===== config.mk =====
export PLATFORM = sky130hd
export DESIGN_NAME = spi_wb_bridge
export DESIGN_NICKNAME = d
export VERILOG_FILES = /design/src/rtl/spi_wb_bridge.sv
export SDC_FILE = /design/constraint.sdc
export NUM_CORES = 1
export LEC_CHECK = 0
export CELL_PAD_IN_SITES_DETAIL_PLACEMENT = 2
export CELL_PAD_IN_SITES_GLOBAL_PLACEMENT = 2
export CORE_ASPECT_RATIO = 1.4
export CORE_MARGIN = 2
export CORE_UTILIZATION = 30
export DETAILED_ROUTE_END_ITERATION = 10
export GPL_ROUTABILITY_DRIVEN = 1
export PLACE_DENSITY = 0.74
export SYNTH_ARGS = -nofsm -noshare
export SYNTH_HDL_FRONTEND = slang
export SYNTH_SLANG_ARGS = --single-unit

===== constraint.sdc =====
create_clock -name wb_clk_i -period 5.4 [get_ports wb_clk_i]
set_input_delay 1.62 -clock wb_clk_i [delete_from_list [all_inputs] [get_ports wb_clk_i]]
set_output_delay 1.62 -clock wb_clk_i [all_outputs]
set_load 0.02 [all_outputs]

===== src/rtl/spi_wb_bridge.sv =====
// spi_wb_bridge: oversampled SPI mode-0 slave that drives a Wishbone master, one command per SS-low frame.
// Define SPI_BURST_EN for auto-increment write bursts and prefetched read bursts; undefined = one data word per frame.
module spi_wb_bridge #(
    parameter int unsigned DW          = 8,
    parameter int unsigned AW          = 7,
    parameter int unsigned TO_CYC      = 255,
    parameter int unsigned SYNC_STAGES = 2
) (
    input  logic          wb_clk_i,
    input  logic          wb_rst_i,
    input  logic          spi_sck,
    input  logic          spi_ss,
    input  logic          spi_mosi,
    output logic          spi_miso,
    output logic [AW-1:0] wb_adr_o,
    output logic [DW-1:0] wb_dat_o,
    input  logic [DW-1:0] wb_dat_i,
    output logic          wb_cyc_o,
    output logic          wb_stb_o,
    output logic          wb_we_o,
    input  logic          wb_ack_i,
    output logic          timeout_o
);

`ifdef SPI_BURST_EN
    localparam bit BURST = 1'b1;
`else
    localparam bit BURST = 1'b0;
`endif
    localparam int unsigned CW  = $clog2(DW);
    localparam int unsigned TOW = $clog2(TO_CYC + 1);

    typedef enum logic [2:0] {
        IDLE, CMD, WR_DATA, WR_EXE, RD_EXE, RD_LOAD, RD_DATA, DONE
    } state_t;

    state_t                 state_q;
    logic [SYNC_STAGES-1:0] sck_sq, ss_sq, mosi_sq;
    logic                   sck_prev_q, ss_prev_q;
    logic [CW-1:0]          cnt_q;
    logic [DW-2:0]          rx_q;
    logic [DW-1:0]          rx_d, tx_q, rd_q, dat_q;
    logic [AW-1:0]          adr_q;
    logic [TOW-1:0]         to_q;
    logic                   cyc_q, we_q, timeout_q, ld_pend_q, ld_arm_q;
    logic                   sck_s, ss_s, mosi_s;
    logic                   sck_rise, sck_fall, ss_fall, word_done, boundary, ack, to_hit;

    assign sck_s     = sck_sq[SYNC_STAGES-1];
    assign ss_s      = ss_sq[SYNC_STAGES-1];
    assign mosi_s    = mosi_sq[SYNC_STAGES-1];
    assign sck_rise  = sck_s & ~sck_prev_q;
    assign sck_fall  = ~sck_s & sck_prev_q;
    assign ss_fall   = ~ss_s & ss_prev_q;
    assign word_done = sck_rise & ~ss_s & (cnt_q == CW'(DW - 1));
    // Counter is back at 0 on the falling edge that follows a completed word.
    assign boundary  = sck_fall & ~ss_s & (cnt_q == '0);
    assign rx_d      = {rx_q, mosi_s};
    assign ack       = wb_ack_i & cyc_q;
    assign to_hit    = cyc_q & ~wb_ack_i & (to_q == TOW'(TO_CYC - 1));

    always_ff @(posedge wb_clk_i or posedge wb_rst_i) begin
        if (wb_rst_i) begin
            sck_sq     <= '0;
            ss_sq      <= '1;
            mosi_sq    <= '0;
            sck_prev_q <= 1'b0;
            ss_prev_q  <= 1'b1;
            cnt_q      <= '0;
            rx_q       <= '0;
        end else begin
            sck_sq     <= {sck_sq[SYNC_STAGES-2:0], spi_sck};
            ss_sq      <= {ss_sq[SYNC_STAGES-2:0], spi_ss};
            mosi_sq    <= {mosi_sq[SYNC_STAGES-2:0], spi_mosi};
            sck_prev_q <= sck_s;
            ss_prev_q  <= ss_s;
            if (ss_s) begin
                cnt_q <= '0;
            end else if (sck_rise) begin
                rx_q  <= rx_d[DW-2:0];
                cnt_q <= (cnt_q == CW'(DW - 1)) ? '0 : cnt_q + 1'b1;
            end
        end
    end

    always_ff @(posedge wb_clk_i or posedge wb_rst_i) begin
        if (wb_rst_i) begin
            state_q   <= IDLE;
            tx_q      <= '0;
            rd_q      <= '0;
            dat_q     <= '0;
            adr_q     <= '0;
            to_q      <= '0;
            cyc_q     <= 1'b0;
            we_q      <= 1'b0;
            timeout_q <= 1'b0;
            ld_pend_q <= 1'b0;
            ld_arm_q  <= 1'b0;
        end else begin
            timeout_q <= 1'b0;
            to_q      <= cyc_q ? to_q + 1'b1 : '0;
            // Read data waits for the end of the word in which it arrived, so DUMMY always shifts 0.
            if (word_done && ld_pend_q) begin
                ld_arm_q  <= 1'b1;
                ld_pend_q <= 1'b0;
            end
            if (boundary) begin
                tx_q     <= ld_arm_q ? rd_q : '0;
                ld_arm_q <= 1'b0;
            end else if (sck_fall) begin
                tx_q <= {tx_q[DW-2:0], 1'b0};
            end

            case (state_q)
                IDLE: begin
                    tx_q      <= '0;
                    ld_pend_q <= 1'b0;
                    ld_arm_q  <= 1'b0;
                    if (ss_fall) state_q <= CMD;
                end
                CMD: begin
                    if (ss_s) begin
                        state_q <= IDLE;
                    end else if (word_done) begin
                        adr_q <= rx_d[AW-1:0];
                        if (rx_d[DW-1]) begin
                            state_q <= WR_DATA;
                        end else begin
                            cyc_q   <= 1'b1;
                            we_q    <= 1'b0;
                            state_q <= RD_EXE;
                        end
                    end
                end
                WR_DATA: begin
                    if (ss_s) begin
                        state_q <= IDLE;
                    end else if (word_done) begin
                        dat_q   <= rx_d;
                        cyc_q   <= 1'b1;
                        we_q    <= 1'b1;
                        state_q <= WR_EXE;
                    end
                end
                WR_EXE, RD_EXE: begin
                    if (ack || to_hit) begin
                        cyc_q     <= 1'b0;
                        we_q      <= 1'b0;
                        timeout_q <= to_hit;
                        if (!we_q && !ss_s) begin
                            rd_q      <= to_hit ? '1 : wb_dat_i;
                            ld_pend_q <= 1'b1;
                        end
                        if (ss_s) begin
                            state_q <= IDLE;
                        end else if (to_hit) begin
                            state_q <= DONE;
                        end else if (!we_q) begin
                            state_q <= RD_LOAD;
                        end else if (BURST) begin
                            adr_q   <= adr_q + 1'b1;
                            state_q <= WR_DATA;
                        end else begin
                            state_q <= DONE;
                        end
                    end
                end
                RD_LOAD: begin
                    if (ss_s) state_q <= IDLE;
                    else if (boundary && ld_arm_q) state_q <= RD_DATA;
                end
                RD_DATA: begin
                    if (ss_s) begin
                        state_q <= IDLE;
                    end else if (word_done) begin
                        if (BURST) begin
                            adr_q   <= adr_q + 1'b1;
                            cyc_q   <= 1'b1;
                            state_q <= RD_EXE;
                        end else begin
                            state_q <= DONE;
                        end
                    end
                end
                DONE: begin
                    if (ss_s) state_q <= IDLE;
                end
                default: state_q <= IDLE;
            endcase
        end
    end

    assign spi_miso  = ~spi_ss & tx_q[DW-1];
    assign wb_adr_o  = adr_q;
    assign wb_dat_o  = dat_q;
    assign wb_cyc_o  = cyc_q;
    assign wb_stb_o  = cyc_q;
    assign wb_we_o   = we_q;
    assign timeout_o = timeout_q;

endmodule

==> run_results.csv, run 1 <==
group,metric,value,unit
status,status,"complete, no violations",
grt,track_usage,0.1480,
critical_path,worst-setup-path-type,"input port to output pin",
clocking,cts_tree,"done",
yosys,synth_nets,253,
detailed_routing,dr.pass1.iters,5,
power,p_sw_frac,0.2966,
yosys,ys_seq_area_frac,0.5624,
detailed_routing,drc,0,
power,ir_drop,0.0001820,V
critical_path,cp.arrival,2.76,ns
cells_and_area,n_antenna_cell,0,
critical_path,crit_slowest_cell,"clkdlybuf4s50_1",
critical_path,cpMostUsedCell,"clkdlybuf4s50_1",
sta,slew_violations,0,
floorplan,design.core.area,0.009407,sq mm
critical_path,timing.rr.start,"cnt_q[0]",
detailed_routing,vias,1999,
sta,finClkSkew,0.005625,ns
power,p_int,1.127,mW
grt,grt_pass1_vias,2332,
power,power_frac_comb,0.191,
critical_path,crit_fanout,2,
sta,slew-limit-headroom,0.3613,
grt,busiest_layer,"met2",
yosys,yosysWarningCount,0,
cells_and_area,final_util,0.3881,
placed_design,place_hpwl,4671,microns
sta,hold_violations,0,
critical_path,setup.worst_path.start,"spi_ss",
yosys,synthFlopType,"dfrtp_1",
floorplan,row_count,42,
sta,fmax,228.6,MHz
yosys,syn_area,0.002899,sq mm
cells_and_area,fill_cells,981,
detailed_routing,ant_nets,0,
clocking,cts.sink_count,65,
grt,grt_max_degree,47,
clocking,numCtsBuffers,9,
clocking,cts_max_level,3,
floorplan,design.die.area,0.01048,sq mm
hold_path,holdPathStages,0,
yosys,ys_types,53,
power,clkPwrFrac,0.376,
grt,met3_usage,0.04505,
sta,finalSetupViolations,0,
clocking,cts_resized,0,
floorplan,fp.dieW,87.08,microns
detailed_routing,wirelength,6645,microns
grt,grt_use_met2,0.2467,
hold_path,worstHoldStart,"mosi_sq[0]",
sta,tightest_slew,0.9567,ns
yosys,avgSynthCellArea,12.39,sq um
cells_and_area,seqCellArea,0.001630,sq mm
detailed_routing,vias_per_cell,5.206,
clocking,clk_pin_slew,0.05,ns
yosys,synth_edf_count,0,
cells_and_area,syn_to_final_growth,25.94,%
placed_design,io_buffers,33,
floorplan,fp.dieH,120.3,microns
critical_path,r2r_slack,3.20,ns
hold_path,min_path_type,"flip-flop to flip-flop",
power,power.net_switching,0.4754,mW
job,cap_violations,0,
cells_and_area,drive_gt1_frac,0.1971,
clocking,postCtsSetupBuffers,0,
cells_and_area,final_cells,384,
power,power_leakage,1.655,nW
sta,fin_crit_sh,0.8102,
grt,grt_use_met1,0.1664,
detailed_routing,wl_per_cell,17.30,microns
placed_design,placed_cells,368,
yosys,syn_inst,234,
yosys,synth_area_leaders,"dfrtp_1 54%, mux2_2 8.9%, a222oi_1 2.8%, dfstp_2 2.7%, o22a_1 2.4%",
placed_design,gp_congestion,0.7184,
sta,fin_setup_tns,0,ns
grt,grt-ovfl-total,0,
sta,rsz0062_at_grt,"no",
detailed_routing,drtIter0Drc,95,
critical_path,cp_slowest_stage_delay,0.61,ns
power,powerDensity,439.0,mW/mm^2
yosys,synthDominantCellAreaShare,0.5352,
grt,grt_pass1_wl,11730,microns
floorplan,num_io_pins,34,
grt,antenna_found_initial,0,
floorplan,initial_core_util,0.3082,
cells_and_area,multiInputGateArea,0.001161,sq mm
critical_path,critPathLaunchType,"input port",
sta,fin_crit,4.375,ns
hold_path,hold-path-endpoint,"mosi_sq[1]",
clocking,clockBufferDepth,2,
critical_path,timing.rr.end,"wb_dat_o[6]",
clocking,ctsHoldBuffers,0,
critical_path,end_kind,"output pin",
yosys,async_reset_ff_frac,1.000,
yosys,yosysTopAreaCell,"dfrtp_1",
clocking,root_buffer,"clkbuf_16",
yosys,ys_seq_elements,65,
power,power_frac_seq,0.433,
critical_path,rr_worst_depth,6,
critical_path,path_cells,"clkdlybuf4s50_1, nor2b_1, clkdlybuf4s50_1",
critical_path,worstPathRequired,3.78,ns
cells_and_area,fin_nets,288,
clocking,clkLatencyLatePin,0.34,ns
worst max-delay path, delay by kind of cell:
family | cells | cell delay (ns)
buf+inv | 2 | 1.03
simple gates | 1 | 0.11
cell usage after synthesis, types with 2 or more instances:
master / n
a211oi_1: 3
a21oi_1: 5
a222oi_1: 8
and2_1: 6
and3b_1: 3
buf_2: 2
clkbuf_1: 7
dfrtp_1: 62
dfstp_2: 3
ha_1: 5
inv_1: 16
mux2_2: 23
mux2i_1: 2
nand2_1: 6
nand2b_1: 2
nand3_1: 5
nand4_1: 3
nor2_1: 8
nor2b_1: 9
nor3_1: 3
nor3b_1: 4
o211ai_1: 2
o21ai_0: 5
o22a_1: 8
or3_1: 2
xnor2_1: 5
worst max-delay path by stage:
stage / end / slack (ns) / cells past startpoint
after floorplan: spi_miso / 1.86 / 1
after global placement: spi_miso / 1.03 / 3
after detailed placement: spi_miso / 1.01 / 3
after CTS: spi_miso / 1.01 / 3
after global routing: spi_miso / 0.97 / 3
final: spi_miso / 1.02 / 3
cell type report:
cell class / count / share of cell area
inverters: 16 / 0.01645
clock inverters: 4 / 0.01371
multi-input cells: 142 / 0.3180
well taps: 110 / 0.03770
repair buffers: 35 / 0.09459
flip-flops and latches: 65 / 0.4465
clock buffers: 12 / 0.07300
metal layers:
metal / wire, microns / vias to the layer above
li1: - / 920
met1: 2731 / 1026
met3: 270 / 16
met4: 185 / 0
met2: 3458 / 37
met5: 0 / -
power by group through the flow:
stage	Sequential (mW)	Combinational, mW	Clock, mW
5_1_grt	0.715	0.347	0.642
4_1_cts	0.697	0.314	0.622
3_5_place_dp	0.706	0.310	0
2_1_floorplan	0.648	0.256	0
6_report	0.694	0.305	0.603
3_3_place_gp	0.697	0.296	0
through the flow:
stage,power [mW],hold WS [ns],setup WS (ns),area [sq um]
after detailed placement,1.017,0.3379,1.011,3334
after global routing,1.704,0.3554,0.9651,3651
final,1.603,0.3472,1.025,3651
after CTS,1.632,0.3502,1.015,3651
after global placement,0.9931,0.3340,1.025,3334
after floorplan,0.9038,0.3312,1.856,2899
registers in the layout, summed over array words and instances (netlist names), 2 cells and up:
| name | cells |
|---|---|
| mosi_sq | 2 |
| ss_sq | 2 |
| cnt_q | 3 |
| rx_q | 7 |
| sck_sq | 2 |
| wb_dat_o | 8 |
| to_q | 8 |
| rd_q | 8 |
| wb_adr_o | 7 |
| tx_q | 8 |
| state_q | 3 |
placed cells by master, fill, tap and decap left out, types with 4 or more instances in the layout:
cell              n
nor2b_1           9
nor2_1            8
inv_1            15
clkbuf_16         9
nand2_1           6
ha_1              5
o21ai_0           5
xnor2_1           5
a21oi_1           5
nand3_1           5
mux2_2           23
clkdlybuf4s50_1  33
a222oi_1          8
nor3b_1           4
and2_1            6
dfrtp_1          62
o22a_1            8
cells by family after synthesis:
kind of cell	synth area share
XOR/XNOR	0.01813
flip-flops	0.5624
adder cells (fa/ha/maj)	0.02158
AND/OR/NAND/NOR	0.1338
AO/OA/AOI/OAI	0.1308
multiplexers	0.09625
buffers and inverters	0.03712
No activity file was read; power rests on OpenSTA's default activity.
==> run 2: changes to the inputs <==
==> constraint.sdc (replaced) <==
create_clock -name wb_clk_i -period 4.47 [get_ports wb_clk_i]
set_input_delay 1.341 -clock wb_clk_i [delete_from_list [all_inputs] [get_ports wb_clk_i]]
set_output_delay 1.341 -clock wb_clk_i [all_outputs]
set_load 0.02 [all_outputs]
==> run 2 against run 1 <==
  * Global-route usage is 0.15 points lower
  * Critical path depth stayed put
  * Via count is 1.6% higher
  * Critical endpoint unchanged
  * Highest routed layer unchanged
==> run_results.csv, run 2 (synthesis gave the netlist of run 1 again) <==
group,metric,value,unit
grt,grt_pass1_wl,11720,microns
sta,final.setup.worst_slack,0.6580,ns
detailed_routing,vias_per_cell,5.275,
cells_and_area,syn_to_final_growth,26.72,%
sta,hold_violations,0,
power,ir_drop,0.0001960,V
placed_design,gp_congestion,0.7079,
clocking,numCtsBuffers,9,
power,power_leakage,1.664,nW
floorplan,design.core.area,0.009407,sq mm
critical_path,worstPathRequired,3.13,ns
critical_path,critPathLaunchType,"input port",
cells_and_area,final_cell_mix,"62 x dfrtp_1, 33 x clkdlybuf4s50_1, 23 x mux2_2",
floorplan,fp.dieW,87.08,microns
clocking,cts_resized,0,
clocking,clockBufferDepth,2,
grt,grt-ovfl-total,0,
sta,fin_setup_tns,0,ns
clocking,root_buffer,"clkbuf_16",
detailed_routing,wl_per_cell,17.84,microns
placed_design,io_buffers,33,
power,powerDensity,539.5,mW/mm^2
floorplan,num_io_pins,34,
clocking,cts_tree,"done",
clocking,ctsHoldBuffers,0,
hold_path,min_path_type,"flip-flop to flip-flop",
floorplan,row_count,42,
placed_design,place_hpwl,4653,microns
sta,fin_crit,3.812,ns
clocking,cts.sink_count,65,
critical_path,worst-setup-path-type,"input port to output pin",
status,status,"complete, no violations",
clocking,clk_pin_slew,0.05,ns
detailed_routing,drc,0,
floorplan,fp.dieH,120.3,microns
placed_design,post-place-ws,0.6464,ns
grt,antenna_found_initial,0,
job,cap_violations,0,
sta,tightest_slew,0.7862,ns
detailed_routing,drtIter0Drc,98,
sta,slew-limit-headroom,0.4748,
critical_path,cp.arrival,2.47,ns
critical_path,end_kind,"output pin",
critical_path,r2r_slack,2.18,ns
sta,rsz0062_at_grt,"no",
sta,fin_crit_sh,0.8528,
sta,fmax,262.3,MHz
critical_path,crit_fanout,2,
clocking,cts_max_level,3,
grt,grt_pass1_vias,2318,
sta,slew_violations,0,
detailed_routing,ant_nets,0,
floorplan,design.die.area,0.01048,sq mm
cells_and_area,final_common_cell,"dfrtp_1",
detailed_routing,vias,2031,
clocking,clkLatencyLatePin,0.33,ns
cells_and_area,n_antenna_cell,0,
detailed_routing,dr.pass1.iters,5,
cells_and_area,drive_gt1_frac,0.1964,
clocking,postCtsSetupBuffers,0,
sta,finClkSkew,0.007276,ns
sta,finalSetupViolations,0,
floorplan,initial_core_util,0.3082,
detailed_routing,wirelength,6867,microns
grt,track_usage,0.1465,
cells_and_area,fin_nets,289,
grt,grt_max_degree,30,
## run 2: cell count changes in the layout (fill, tap and decap cells not counted), sizes merged
cell,delta
buf,+1
bufinv,+1
clkinv,-1
## run 2: layout make-up
class | instances | area [sq um]
Sequential cell | 65 | 1630
Multi-Input combinational cell | 142 | 1161
Tap cell | 110 | 137.6
Timing Repair Buffer | 36 | 352.8
Inverter | 16 | 60.06
Fill cell | 958 | 5733
Clock buffer | 12 | 256.5
Clock inverter | 4 | 75.07
## run 2: path summary, 6_finish.rpt
| kind | start | cells past startpoint | to |
|---|---|---|---|
| min | mosi_sq[0] | 0 | mosi_sq[1] |
| max reg2reg | cnt_q[0] | 6 | wb_dat_o[6] |
| min in group asynchronous | wb_rst_i | 2 | rd_q[4] |
| max in group asynchronous | wb_rst_i | 3 | ss_sq[0] |
| min reg2reg | mosi_sq[0] | 0 | mosi_sq[1] |
| max | spi_ss | 3 | spi_miso |
## run 2: layer usage
| metal | routed length [microns] | global-route usage | up-vias |
|---|---|---|---|
| met3 | 190 | 0.03413 | 8 |
| li1 | - | - | 925 |
| met1 | 2848 | 0.1667 | 1062 |
| met5 | 0 | 0 | - |
| met4 | 113 | 0.06738 | 0 |
| met2 | 3714 | 0.2548 | 36 |
## run 2: worst max-delay path, stage by stage
cell             delay, ns
clkdlybuf4s50_1       0.42
nor2b_1               0.11
clkdlybuf4s50_1       0.61
## run 2: where the power goes
group	total, mW	leakage [nW]	internal [mW]	switching (mW)
sequential	0.839	0.832	0.691	0.148
clock	0.767	0.155	0.518	0.249
combinational	0.376	0.677	0.196	0.179
## run 2: through the flow
stage	cell area, sq um	utilization	cells	power, mW	hold slack, ns
6_report	3674	0.3905	385	1.982	0.3564
5_1_grt	3674	0.3905	385	2.098	0.3633
4_1_cts	3674	0.3905	385	2.016	0.3631
3_5_place_dp	3342	0.3553	369	1.226	0.3418
3_3_place_gp	3342	0.3553	369	1.202	0.3372
2_1_floorplan	2899	-	234	1.092	0.3312
==> run 3: changes to the inputs <==
--- a/config.mk
+++ b/config.mk
@@ -9,10 +9,10 @@
 export CELL_PAD_IN_SITES_GLOBAL_PLACEMENT = 2
 export CORE_ASPECT_RATIO = 1.4
 export CORE_MARGIN = 2
-export CORE_UTILIZATION = 30
+export CORE_UTILIZATION = 38
 export DETAILED_ROUTE_END_ITERATION = 10
 export GPL_ROUTABILITY_DRIVEN = 1
-export PLACE_DENSITY = 0.74
+export PLACE_DENSITY = 0.88
 export SYNTH_ARGS = -nofsm -noshare
 export SYNTH_HDL_FRONTEND = slang
 export SYNTH_SLANG_ARGS = --single-unit
==> run 3 against run 2 <==
  * Sequential share of layout area up 2.1 points
  * Maximum frequency down 3.3%
  * Clock-buffer cell count increased by 1
  * Global-route usage is 4.8 points higher
  * Clock power down 39%
  * Critical endpoint unchanged
  * Worst setup slack got worse by 0.13 ns
  * Hold slack is essentially flat
  * Critical path depth did not move
  * Combinational power is essentially flat
  * First-iteration DRC count is 22% higher
  * Via count about the same
  * Total power down 15%
==> run_results.csv, run 3 (synthesis gave the netlist of run 1 again) <==
group,metric,value,unit
status,status,"complete, no violations",
grt,track_usage,0.1943,
hold_path,holdPathStages,0,
critical_path,critPathLaunchType,"input port",
cells_and_area,drive_gt1_frac,0.1934,
grt,antenna_found_initial,0,
detailed_routing,ant_nets,0,
clocking,clk_pin_slew,0.07,ns
sta,slew-limit-headroom,0.3233,
clocking,clkLatencyLatePin,0.35,ns
detailed_routing,vias_per_cell,5.480,
critical_path,end_kind,"output pin",
clocking,root_buffer,"clkbuf_8",
detailed_routing,drc,0,
sta,finClkSkew,0.008455,ns
grt,grt_pass1_wl,12200,microns
power,powerDensity,479.6,mW/mm^2
critical_path,rr_worst_depth,6,
grt,grt_use_met1,0.2138,
critical_path,worstPathRequired,3.13,ns
sta,slew_violations,0,
sta,finalSetupViolations,0,
grt,grt_pass1_vias,2403,
sta,rsz0062_at_grt,"no",
placed_design,io_buffers,33,
detailed_routing,dr.pass1.iters,4,
cells_and_area,seqCellArea,0.001630,sq mm
clocking,ctsHoldBuffers,0,
critical_path,timing.rr.end,"wb_dat_o[3]",
sta,fin_crit_sh,0.8823,
cells_and_area,fin_nets,289,
power,ir_drop,0.0002328,V
grt,met3_usage,0.04698,
clocking,cts_resized,0,
cells_and_area,design_area,0.003507,sq mm
hold_path,hold-path-endpoint,"ss_sq[1]",
clocking,numCtsBuffers,9,
placed_design,place_area,0.003326,sq mm
power,power_leakage,1.600,nW
sta,tightest_slew,1.014,ns
critical_path,worst-setup-path-type,"input port to output pin",
detailed_routing,vias,2033,
floorplan,fp.dieW,77.82,microns
detailed_routing,drtIter0Drc,120,
job,cap_violations,0,
cells_and_area,final_cell_mix,"62 x dfrtp_1, 33 x clkdlybuf4s50_1, 23 x mux2_2",
cells_and_area,n_antenna_cell,0,
detailed_routing,wirelength,7293,microns
hold_path,worstHoldStart,"ss_sq[0]",
cells_and_area,final_common_cell,"dfrtp_1",
clocking,postCtsSetupBuffers,0,
clocking,clockBufferDepth,2,
floorplan,row_count,37,
sta,fmax,253.5,MHz
sta,hold_violations,0,
grt,grt_max_degree,49,
floorplan,initial_core_util,0.3938,
critical_path,cp.arrival,2.60,ns
detailed_routing,wl_per_cell,19.66,microns
sta,fin_setup_tns,0,ns
grt,grt_use_met2,0.3541,
placed_design,place_hpwl,4921,microns
placed_design,gp_congestion,0.6985,
critical_path,crit_fanout,2,
cells_and_area,syn_to_final_growth,20.98,%
critical_path,timing.rr.start,"cnt_q[0]",
clocking,cts_max_level,3,
floorplan,num_io_pins,34,
floorplan,design.die.area,0.008354,sq mm
clocking,cts.sink_count,65,
critical_path,r2r_slack,2.24,ns
clocking,cts_tree,"done",
floorplan,design.core.area,0.007361,sq mm
grt,grt-ovfl-total,0,
cells_and_area,fill_cells,736,
floorplan,fp.dieH,107.3,microns
grt,busiest_layer,"met2",
hold_path,min_path_type,"flip-flop to flip-flop",
cells_and_area,multiInputGateArea,0.001161,sq mm
sta,fin_crit,3.944,ns
cells_and_area,final_util,0.4765,
## run 3: changes by cell type in the layout (fill, tap and decap cells not counted), sizes merged
cell	before	now
bufinv	2	0
clkbuf	12	13
clkinv	0	1
clkinvlp	2	1
## run 3: cell type report
type,instances,share of cell area
clock buffers,13,0.04816
clock inverters,2,0.003568
inverters,16,0.01712
multi-input cells,142,0.3311
flip-flops and latches,65,0.4649
well taps,97,0.03461
repair buffers,36,0.1006
## run 3: how the worst max path moves through the flow
stage / endpoint / from / slack [ns] / depth (start not counted)
6_report: spi_miso / spi_ss / 0.53 / 3
5_1_grt: spi_miso / spi_ss / 0.48 / 3
3_5_place_dp: spi_miso / spi_ss / 0.50 / 3
2_1_floorplan: spi_miso / spi_ss / 1.48 / 1
3_3_place_gp: spi_miso / spi_ss / 0.54 / 3
4_1_cts: spi_miso / spi_ss / 0.48 / 3
## run 3: per-stage QoR
stage	hold WS [ns]	instances	power (mW)	setup WS (ns)
finish	0.3563	371	1.682	0.5259
global route	0.3622	371	1.791	0.4817
CTS	0.3570	371	1.711	0.4768
detailed placement	0.3395	356	1.227	0.5021
global placement	0.3358	356	1.196	0.5366
floorplan	0.3312	234	1.092	1.484
## run 3: layer usage
metal | wire length, microns | part of all wire
met2 | 4038 | 0.55
met4 | 108 | 0.015
met3 | 251 | 0.034
met5 | 0 | 0
met1 | 2895 | 0.40
## run 3: critical path, cell delays in order
cell,delay (ns)
clkdlybuf4s50_1,0.45
nor2b_1,0.17
clkdlybuf4s50_1,0.64
## run 3: power breakdown
group	internal (mW)	total, mW	switching, mW
Sequential	0.690	0.838	0.148
Clock	0.243	0.466	0.223
Combinational	0.197	0.378	0.181
